<file path="src/rtl/pulse_gen_multi_if.sv">
// Control/status bundle of the multi-channel pulse generator.
// The master side drives strobes and configuration; the slave side returns pulses and overrun flags.
interface pulse_gen_multi_if #(
    parameter int CH   = 32,
    parameter int PW_W = 8
);
    logic            en;
    logic [1:0]      mode;
    logic [PW_W-1:0] pw;
    logic            retrig;
    logic [CH-1:0]   fd;
    logic            ovr_clr;
    logic [CH-1:0]   out;
    logic [CH-1:0]   ovr;

    modport master (
        output en, mode, pw, retrig, fd, ovr_clr,
        input  out, ovr
    );

    modport slave (
        input  en, mode, pw, retrig, fd, ovr_clr,
        output out, ovr
    );
endinterface

</file>
<file path="src/rtl/pulse_gen_multi.sv">
// Multi-channel edge-to-pulse generator: per-channel synchroniser, edge select,
// programmable-width pulse with optional retrigger and sticky overrun flag.
module pulse_gen_lane #(
    parameter int PW_W        = 8,
    parameter int SYNC_STAGES = 2
) (
    input  logic            clk,
    input  logic            rst_n,
    input  logic            fd,
    input  logic            en,
    input  logic [1:0]      mode,
    input  logic [PW_W-1:0] pw_eff,
    input  logic            retrig,
    input  logic            ovr_clr,
    output logic            out,
    output logic            ovr
);
    typedef enum logic {IDLE, ACTIVE} state_t;

    state_t                 state, state_n;
    logic [SYNC_STAGES-1:0] sync;
    logic                   hist;
    logic [PW_W-1:0]        cnt, cnt_n;
    logic                   out_n, ovr_n, ovr_set;
    logic                   lvl, rise, fall, trig;

    // History keeps tracking even while disabled so re-enable sees no false edge.
    always_ff @(posedge clk or negedge rst_n) begin
        if (!rst_n) begin
            sync <= '0;
            hist <= 1'b0;
        end else begin
            sync[0] <= fd;
            for (int j = 1; j < SYNC_STAGES; j++) sync[j] <= sync[j-1];
            hist <= sync[SYNC_STAGES-1];
        end
    end

    assign lvl  = sync[SYNC_STAGES-1];
    assign rise = lvl & ~hist;
    assign fall = ~lvl & hist;

    always_comb begin
        case (mode)
            2'b00:   trig = rise;
            2'b01:   trig = fall;
            2'b10:   trig = rise | fall;
            default: trig = 1'b0;
        endcase
    end

    always_ff @(posedge clk or negedge rst_n) begin
        if (!rst_n) begin
            state <= IDLE;
            cnt   <= '0;
            out   <= 1'b0;
            ovr   <= 1'b0;
        end else begin
            state <= state_n;
            cnt   <= cnt_n;
            out   <= out_n;
            ovr   <= ovr_n;
        end
    end

    always_comb begin
        state_n = state;
        cnt_n   = cnt;
        out_n   = out;
        ovr_set = 1'b0;
        if (!en) begin
            state_n = IDLE;
            cnt_n   = '0;
            out_n   = 1'b0;
        end else begin
            case (state)
                IDLE: begin
                    if (trig) begin
                        state_n = ACTIVE;
                        cnt_n   = pw_eff;
                        out_n   = 1'b1;
                    end
                end
                ACTIVE: begin
                    if (trig && retrig) begin
                        cnt_n = pw_eff;
                        out_n = 1'b1;
                    end else begin
                        // Dropped edge still lets the pulse finish on its original schedule.
                        ovr_set = trig;
                        if (cnt == {{(PW_W-1){1'b0}}, 1'b1}) begin
                            state_n = IDLE;
                            cnt_n   = '0;
                            out_n   = 1'b0;
                        end else begin
                            cnt_n = cnt - 1'b1;
                        end
                    end
                end
                default: begin
                    state_n = IDLE;
                    cnt_n   = '0;
                    out_n   = 1'b0;
                end
            endcase
        end
        ovr_n = ovr_set ? 1'b1 : (ovr_clr ? 1'b0 : ovr);
    end
endmodule

module pulse_gen_multi #(
    parameter int CH          = 32,
    parameter int PW_W        = 8,
    parameter int SYNC_STAGES = 2
) (
    input logic              clk,
    input logic              rst_n,
    pulse_gen_multi_if.slave bus
);
    logic [PW_W-1:0] pw_eff;
    logic [CH-1:0]   out_w;
    logic [CH-1:0]   ovr_w;

    // A zero width still produces a one-cycle pulse.
    assign pw_eff = (bus.pw == '0) ? {{(PW_W-1){1'b0}}, 1'b1} : bus.pw;

    for (genvar i = 0; i < CH; i++) begin : g_lane
        pulse_gen_lane #(
            .PW_W       (PW_W),
            .SYNC_STAGES(SYNC_STAGES)
        ) u_lane (
            .clk    (clk),
            .rst_n  (rst_n),
            .fd     (bus.fd[i]),
            .en     (bus.en),
            .mode   (bus.mode),
            .pw_eff (pw_eff),
            .retrig (bus.retrig),
            .ovr_clr(bus.ovr_clr),
            .out    (out_w[i]),
            .ovr    (ovr_w[i])
        );
    end

    assign bus.out = out_w;
    assign bus.ovr = ovr_w;
endmodule

</file>
<file path="src/flat_wrapper.sv">
// flat-port wrapper written by rule: the top's interface ports become plain ports
module pulse_gen_multi_flat 
#(
    parameter int CH          = 32,
    parameter int PW_W        = 8,
    parameter int SYNC_STAGES = 2
)
  (clk, rst_n, bus_en, bus_mode, bus_pw, bus_retrig, bus_fd, bus_ovr_clr, bus_out, bus_ovr);
  pulse_gen_multi_if #(.CH(CH), .PW_W(PW_W)) bus_i ();
  input logic clk;
  input logic rst_n;
  input wire logic [$bits(bus_i.en)-1:0] bus_en;
  input wire logic [$bits(bus_i.mode)-1:0] bus_mode;
  input wire logic [$bits(bus_i.pw)-1:0] bus_pw;
  input wire logic [$bits(bus_i.retrig)-1:0] bus_retrig;
  input wire logic [$bits(bus_i.fd)-1:0] bus_fd;
  input wire logic [$bits(bus_i.ovr_clr)-1:0] bus_ovr_clr;
  output wire logic [$bits(bus_i.out)-1:0] bus_out;
  output wire logic [$bits(bus_i.ovr)-1:0] bus_ovr;
  assign bus_i.en = bus_en;
  assign bus_i.mode = bus_mode;
  assign bus_i.pw = bus_pw;
  assign bus_i.retrig = bus_retrig;
  assign bus_i.fd = bus_fd;
  assign bus_i.ovr_clr = bus_ovr_clr;
  assign bus_out = bus_i.out;
  assign bus_ovr = bus_i.ovr;
  pulse_gen_multi #(.CH(CH), .PW_W(PW_W), .SYNC_STAGES(SYNC_STAGES)) u_core (.clk(clk), .rst_n(rst_n), .bus(bus_i));
endmodule
</file>
<file path="config.mk">
export PLATFORM = sky130hd
export DESIGN_NAME = pulse_gen_multi_flat
export DESIGN_NICKNAME = d
export VERILOG_FILES = /design/src/rtl/pulse_gen_multi_if.sv /design/src/rtl/pulse_gen_multi.sv /design/src/flat_wrapper.sv
export SDC_FILE = /design/constraint.sdc
export NUM_CORES = 1
export LEC_CHECK = 0
export CAP_MARGIN = 10
export CORE_MARGIN = 8
export CORE_UTILIZATION = 35
export CTS_BUF_LIST = sky130_fd_sc_hd__clkbuf_4
export CTS_CLUSTER_SIZE = 12
export DETAILED_ROUTE_END_ITERATION = 10
export GPL_ROUTABILITY_DRIVEN = 0
export PLACE_DENSITY = 0.48
export RECOVER_POWER = 25
export SETUP_SLACK_MARGIN = 0.3
export SYNTH_ARGS = -nofsm -noshare
export SYNTH_HDL_FRONTEND = slang
export SYNTH_SLANG_ARGS = --single-unit
</file>
<file path="constraint.sdc">
create_clock -name clk -period 2.52 [get_ports clk]
set_input_delay 0.378 -clock clk [delete_from_list [all_inputs] [get_ports clk]]
set_output_delay 0.378 -clock clk [all_outputs]
set_load 0.02 [all_outputs]
</file>
# Yosys cells after proc, flatten, opt, wreduce, memory -nomap -nowiden
# Index checks and enable logic that the tools add are counted.
# classes
add_sub_neg,32
eq_ne,98
n_mux,642
bitwise_logic,192
reduce_logical,98
# ops
op,count
2-to-1 mux 8 bit,129
case mux 8 bit (2 select lines),32
2-to-1 mux 1 bit,385
== test 8 x 1 -> 1 bit (second input constant),32
subtractor 8 x 1 -> 8 bit (second input constant),32
!= test 4 x 2 -> 1 bit (second input constant),32
case mux 1 bit (2 select lines),64
!= test 3 bit (second input constant),32
inverter 1 bit,96
case mux 1 bit (3 select lines),32
AND 1 bit,64
AND reduction 2 bit,32
nonzero test 2 bit,32
logical AND 1 bit,32
bitwise OR 1 bit,32
logical NOT 8 bit,1
== test 2 x 1 -> 1 bit (second input constant),1
== test 2 bit (second input constant),1
logical NOT 2 bit,1
# word_totals
regBits,448
inputBits,47
out_inout_bits,64
elab_cells,1254

# Logic depth before layout (Yosys ltp)
# depth
ltp_word,9
ltp_mapped,10
mapped_depth_nobuf,8

# Hierarchy
# From an unflattened synthesis, not the netlist that was laid out.
# unflattened
cells_unflattened,3318
area_unflattened_um2,30445.4
# modules_own_cells
module,n_inst,cells_per_inst,area_per_inst_um2,seq_area_each_um2
pulse_gen_lane (u_core.g_lane[0].u_lane ...),22,104,958.4,350.3
pulse_gen_lane (u_core.g_lane[2].u_lane ...),10,102,930.9,350.3
pulse_gen_multi,1,10,51.3,0.0

# Least setup slack after synthesis
# Ideal clock, no wire load.
# synth_path
path_kind,register to register
from,reg u_core.g_lane[2].u_lane.cnt[5]
to,reg u_core.g_lane[2].u_lane.cnt[7]
setup_ps,127
arrival_time_ps,1846
required_time_ps,2393
path_slack_ps,547
path_stages_with_launch,6
path_buffers,0
period_less_slack_ps,1973
path_cell_list,dfrtp_1 -> or4_4 -> or4b_4 -> and2_4 -> o21ai_4 -> o22ai_1
# synth_via
elab_chain_len,5
elab_cells_between_ends,6
classes_between,add/sub: 1; eq/ne: 1; mux: 4
# synth_lines
item,line_no,source
from (decl),pulse_gen_multi.sv:23,"logic [PW_W-1:0] cnt, cnt_n;"
from (signal assigned),pulse_gen_multi.sv:60,cnt <= cnt_n;
subtractor 8 x 1 -> 8 bit or == test 8 x 1 -> 1 bit (tied branches),"pulse_gen_multi.sv:96, pulse_gen_multi.sv:91",
2-to-1 mux 8 bit (*),pulse_gen_multi.sv:91,"if (cnt == {{(PW_W-1){1'b0}}, 1'b1}) begin"
2-to-1 mux 8 bit (*),pulse_gen_multi.sv:85,if (trig && retrig) begin
case mux 8 bit (2 select lines) (*),pulse_gen_multi.sv:76,case (state)
2-to-1 mux 8 bit (*),pulse_gen_multi.sv:71,if (!en) begin
# Every way passes the cells marked *; elsewhere a longest branch is shown, timed or not.
# A chain may end at the register's enable or synchronous reset.

# Worst setup path after layout
# layout_path
from,reg u_core.g_lane[2].u_lane.cnt[4]
to,reg u_core.g_lane[2].u_lane.cnt[7]
# Same word-level chain as after synthesis.

==> results_dict.tcl <==
set metrics [dict create \
    outcome "finished, violations left" \
    violations "max-capacitance violations, max-slew violations" \
    finalWorstPathRequiredPeriod_ns 2.16 \
    preCtsSetupSlack_ns 0.0916 \
    tritoncts_clock_tree "built" \
    detailed_route_via_count 22979 \
    critical_register_to_register_path_startpoint "u_core.g_lane[2].u_lane.cnt[4]" \
    end_kind "register" \
    avgRoutedWirePerCell_um 20.2 \
    postSynthAreaPerCell_um2 9.32 \
    drt_wl_total_um 85500 \
    clock_latency_ns 0.97 \
    cts-htree-levels 4 \
    grt_start_max_net_pins 68 \
    worst_hold_startpoint "bus_mode[1]" \
    floorplan.die.height_um 293 \
    dp.final_hpwl_um 56500 \
    post_detailed_route_count_of_antenna_violating_nets 0 \
    path_class "register to register" \
    synthDominantCellAreaShare_pct 41.7 \
    drtIter0Drc 1661 \
    totalNegativeSetupSlack_ns 0 \
    setup_ws_ns 0.359 \
    area_growth_syn_to_layout_pct 17.4 \
    yosys_most_used_dff "dfrtp_1" \
    worstPathCellList "or4_4 > or4b_4 > and2_4 > o21ai_4 > o22ai_1" \
    worst-endpoint-arrival_ns 2.98 \
    core_um2 76100 \
    post_dp_cell_area_um2 29300 \
    synthArstFlopShare_pct 100 \
    p_per_area_nw_per_um2 711 \
    max_cap_violations 1 \
    post_synthesis_cell_count 2885 \
    clock.fmax_mhz 463 \
    synth_nets 3060 \
    maxSlewViolCount 23 \
    report.final.setup_viol 0 \
    first_global_vias 23352 \
    synth_edf_count 0 \
    die_w_um 293 \
    worst-r2r-cell-count 5 \
    initial_antenna_violation_count 2 \
    initial_core_util_pct 35.4 \
    grt_usage_pct 19.7 \
    yosysSeqAreaShare_pct 41.7 \
    dieArea_um2 86000 \
    tritoncts.num_buffers 138 \
    first_pass_iters 6 \
    worst_setup_hold_path_clk_slew_ns 0.06 \
    cell_area_after_technology_mapping_um2 26900 \
    critPathSlowestCell "or4b_4" \
    timing_hold_violations_final 0 \
    row_count 101 \
    hold_path_end "u_core.g_lane[30].u_lane.ovr" \
    tightest_pin_transition_ns 1.80 \
    holdCritPathClass "primary input to register" \
    final_min_period_over_clock_period_pct 85.8 \
    final.hold.worst_slack_ns 0.128 \
    power.total_mw 22.5 \
    skew_ns 0.0587 \
    crit_path_start "u_core.g_lane[2].u_lane.cnt[4]" \
    fin_nets 3282 \
    setup_crit_start_kind "register" \
    rsz_0062_raised_after_global_routing "true" \
    drive_gt1_share_pct 15.4 \
    clock-sinks 448 \
    fin_area_um2 31600 \
    timing.critical_path.slowest_cell_delay_ns 0.58 \
    synth_commonest_cells "dfrtp_1, nand2_1, inv_1, nor2_1, o21ai_0" \
    critPathMaxFanout 5 \
    clockBufferDepth 3 \
    slew_headroom_pct -20.0 \
    grt_overflow_total 0 \
    placement.io_buffers 110 \
    vdd.ir_drop.worst_v 0.000285 \
    yosysWarnings 0 \
    required_time_of_the_critical_path_ns 3.34 \
    grt_first_pass_wirelength_um 134000 \
    synthMostInstantiatedCell "dfrtp_1" \
    cts_root_buffer "clkbuf_4" \
    hold_path_cells 4 \
    timing.rr.end "u_core.g_lane[2].u_lane.cnt[7]" \
    drc 0 \
    synth_area_leader_cell "dfrtp_1" \
    synth_cell_types 101 \
    setup.reg_to_reg.worst_slack_ns 0.36 \
    number_of_top_level_pins 111 \
    post_drt_via_cell_ratio 5.42 \
    ys_seq_elements 448 \
    top_cells_by_area_in_the_synthesized_netlist "dfrtp_1, ha_1, nand2_1" \
    power.leakage_nw 14.1 \
]
-- sequential cells by signal, indices dropped and copies added, names as in the netlist --
| signal | count |
|---|---|
| u_core.g_lane.u_lane.sync | 64 |
| u_core.g_lane.u_lane.cnt | 256 |
| u_core.g_lane.u_lane.ovr | 32 |
| u_core.g_lane.u_lane.state | 32 |
| u_core.g_lane.u_lane.hist | 32 |
| u_core.g_lane.u_lane.out | 32 |
-- area by class of cell --
class | instances | area, µm²
clock buffer | 194 | 1460
inverter | 208 | 783
multi-input combinational | 2029 | 13900
tap | 1030 | 1290
antenna | 1 | 2.50
timing repair buffer | 282 | 2610
clock inverter | 44 | 334
fill | 7547 | 44500
sequential | 448 | 11200
-- worst max-delay path: cells and delay by family (launching register included) --
kind / cells / cell delay (ns)
AOI/OAI and AO/OA: 2 / 0.31
and+or+nand+nor: 3 / 1.30
DFF: 1 / 0.42
-- per-layer routing --
layer  share of wire, %  track usage [%]
met1                 46             26.4
met2                 46             31.3
met3                5.1             3.95
met4                2.8             7.34
met5                  0                0
-- repair_timing --
| item | in CTS | in global routing |
|---|---|---|
| resized for setup | 102 | 28 |
| endpoints found under the hold margin | 581 | 0 |
| buffers inserted | 0 | 8 |
| gates cloned | 0 | 0 |
| setup endpoints to repair | 70 | 56 |
| pin swaps | 0 | 7 |
| hold buffers | 42 | 0 |
-- power breakdown --
part	leakage, nW	internal (mW)	total, mW	switching [mW]
Clock	1.06	4.15	7.55	3.40
Sequential	5.81	7.95	8.95	0.994
Combinational	7.23	2.67	5.97	3.30
-- kinds of logic (layout without fill, tap and decap cells) --
logic type / Yosys count / in the layout / synth area share (%)
AOI/OAI and AO/OA: 669 / 669 / 17.2
xor gates and xnor gates: 111 / 111 / 3.61
adders and majority gates: 128 / 128 / 5.95
buffers and inverters: 408 / 728 / 7.14
DFF: 448 / 448 / 41.7
muxes: 128 / 128 / 4.92
other: 0 / 1 / 0
and+or+nand+nor: 993 / 993 / 19.5
-- worst max path at each step --
stage                                     end  slack, ns  cells past startpoint
3_5_place_dp   u_core.g_lane[3].u_lane.cnt[6]       0.09                      7
5_1_grt        u_core.g_lane[13].u_lane.state       0.26                      3
2_1_floorplan  u_core.g_lane[2].u_lane.cnt[7]       0.55                      5
4_1_cts                            bus_out[6]       0.22                      1
6_report       u_core.g_lane[2].u_lane.cnt[7]       0.36                      5
3_3_place_gp   u_core.g_lane[3].u_lane.cnt[6]        0.1                      7
-- metrics by stage --
stage / instances / utilization (%)
6_report: 4236 / 41.5
4_1_cts: 4227 / 41.4
2_1_floorplan: 2885 / -
3_3_place_gp: 3947 / 38.5
5_1_grt: 4236 / 41.5
3_5_place_dp: 3947 / 38.5
-- cells in the final DEF (no fill, tap or decap), types with 25 or more instances in the layout --
| cell type | count |
|---|---|
| a21oi_1 | 112 |
| a31oi_1 | 49 |
| a32o_1 | 34 |
| and2_1 | 31 |
| buf_4 | 107 |
| clkbuf_4 | 194 |
| clkdlybuf4s50_1 | 25 |
| clkinv_1 | 31 |
| dfrtp_1 | 445 |
| dlygate4sd2_1 | 41 |
| dlygate4sd3_1 | 51 |
| ha_1 | 127 |
| inv_1 | 204 |
| mux2_2 | 29 |
| mux2i_1 | 95 |
| nand2_1 | 285 |
| nand2b_1 | 35 |
| nand3_1 | 73 |
| nor2_1 | 175 |
| nor3_1 | 90 |
| nor3b_1 | 65 |
| o21ai_0 | 174 |
| o22ai_1 | 55 |
| or3_1 | 40 |
| xnor2_1 | 66 |
| xor2_1 | 45 |
Note: power is estimated with default switching activity, not from simulation.
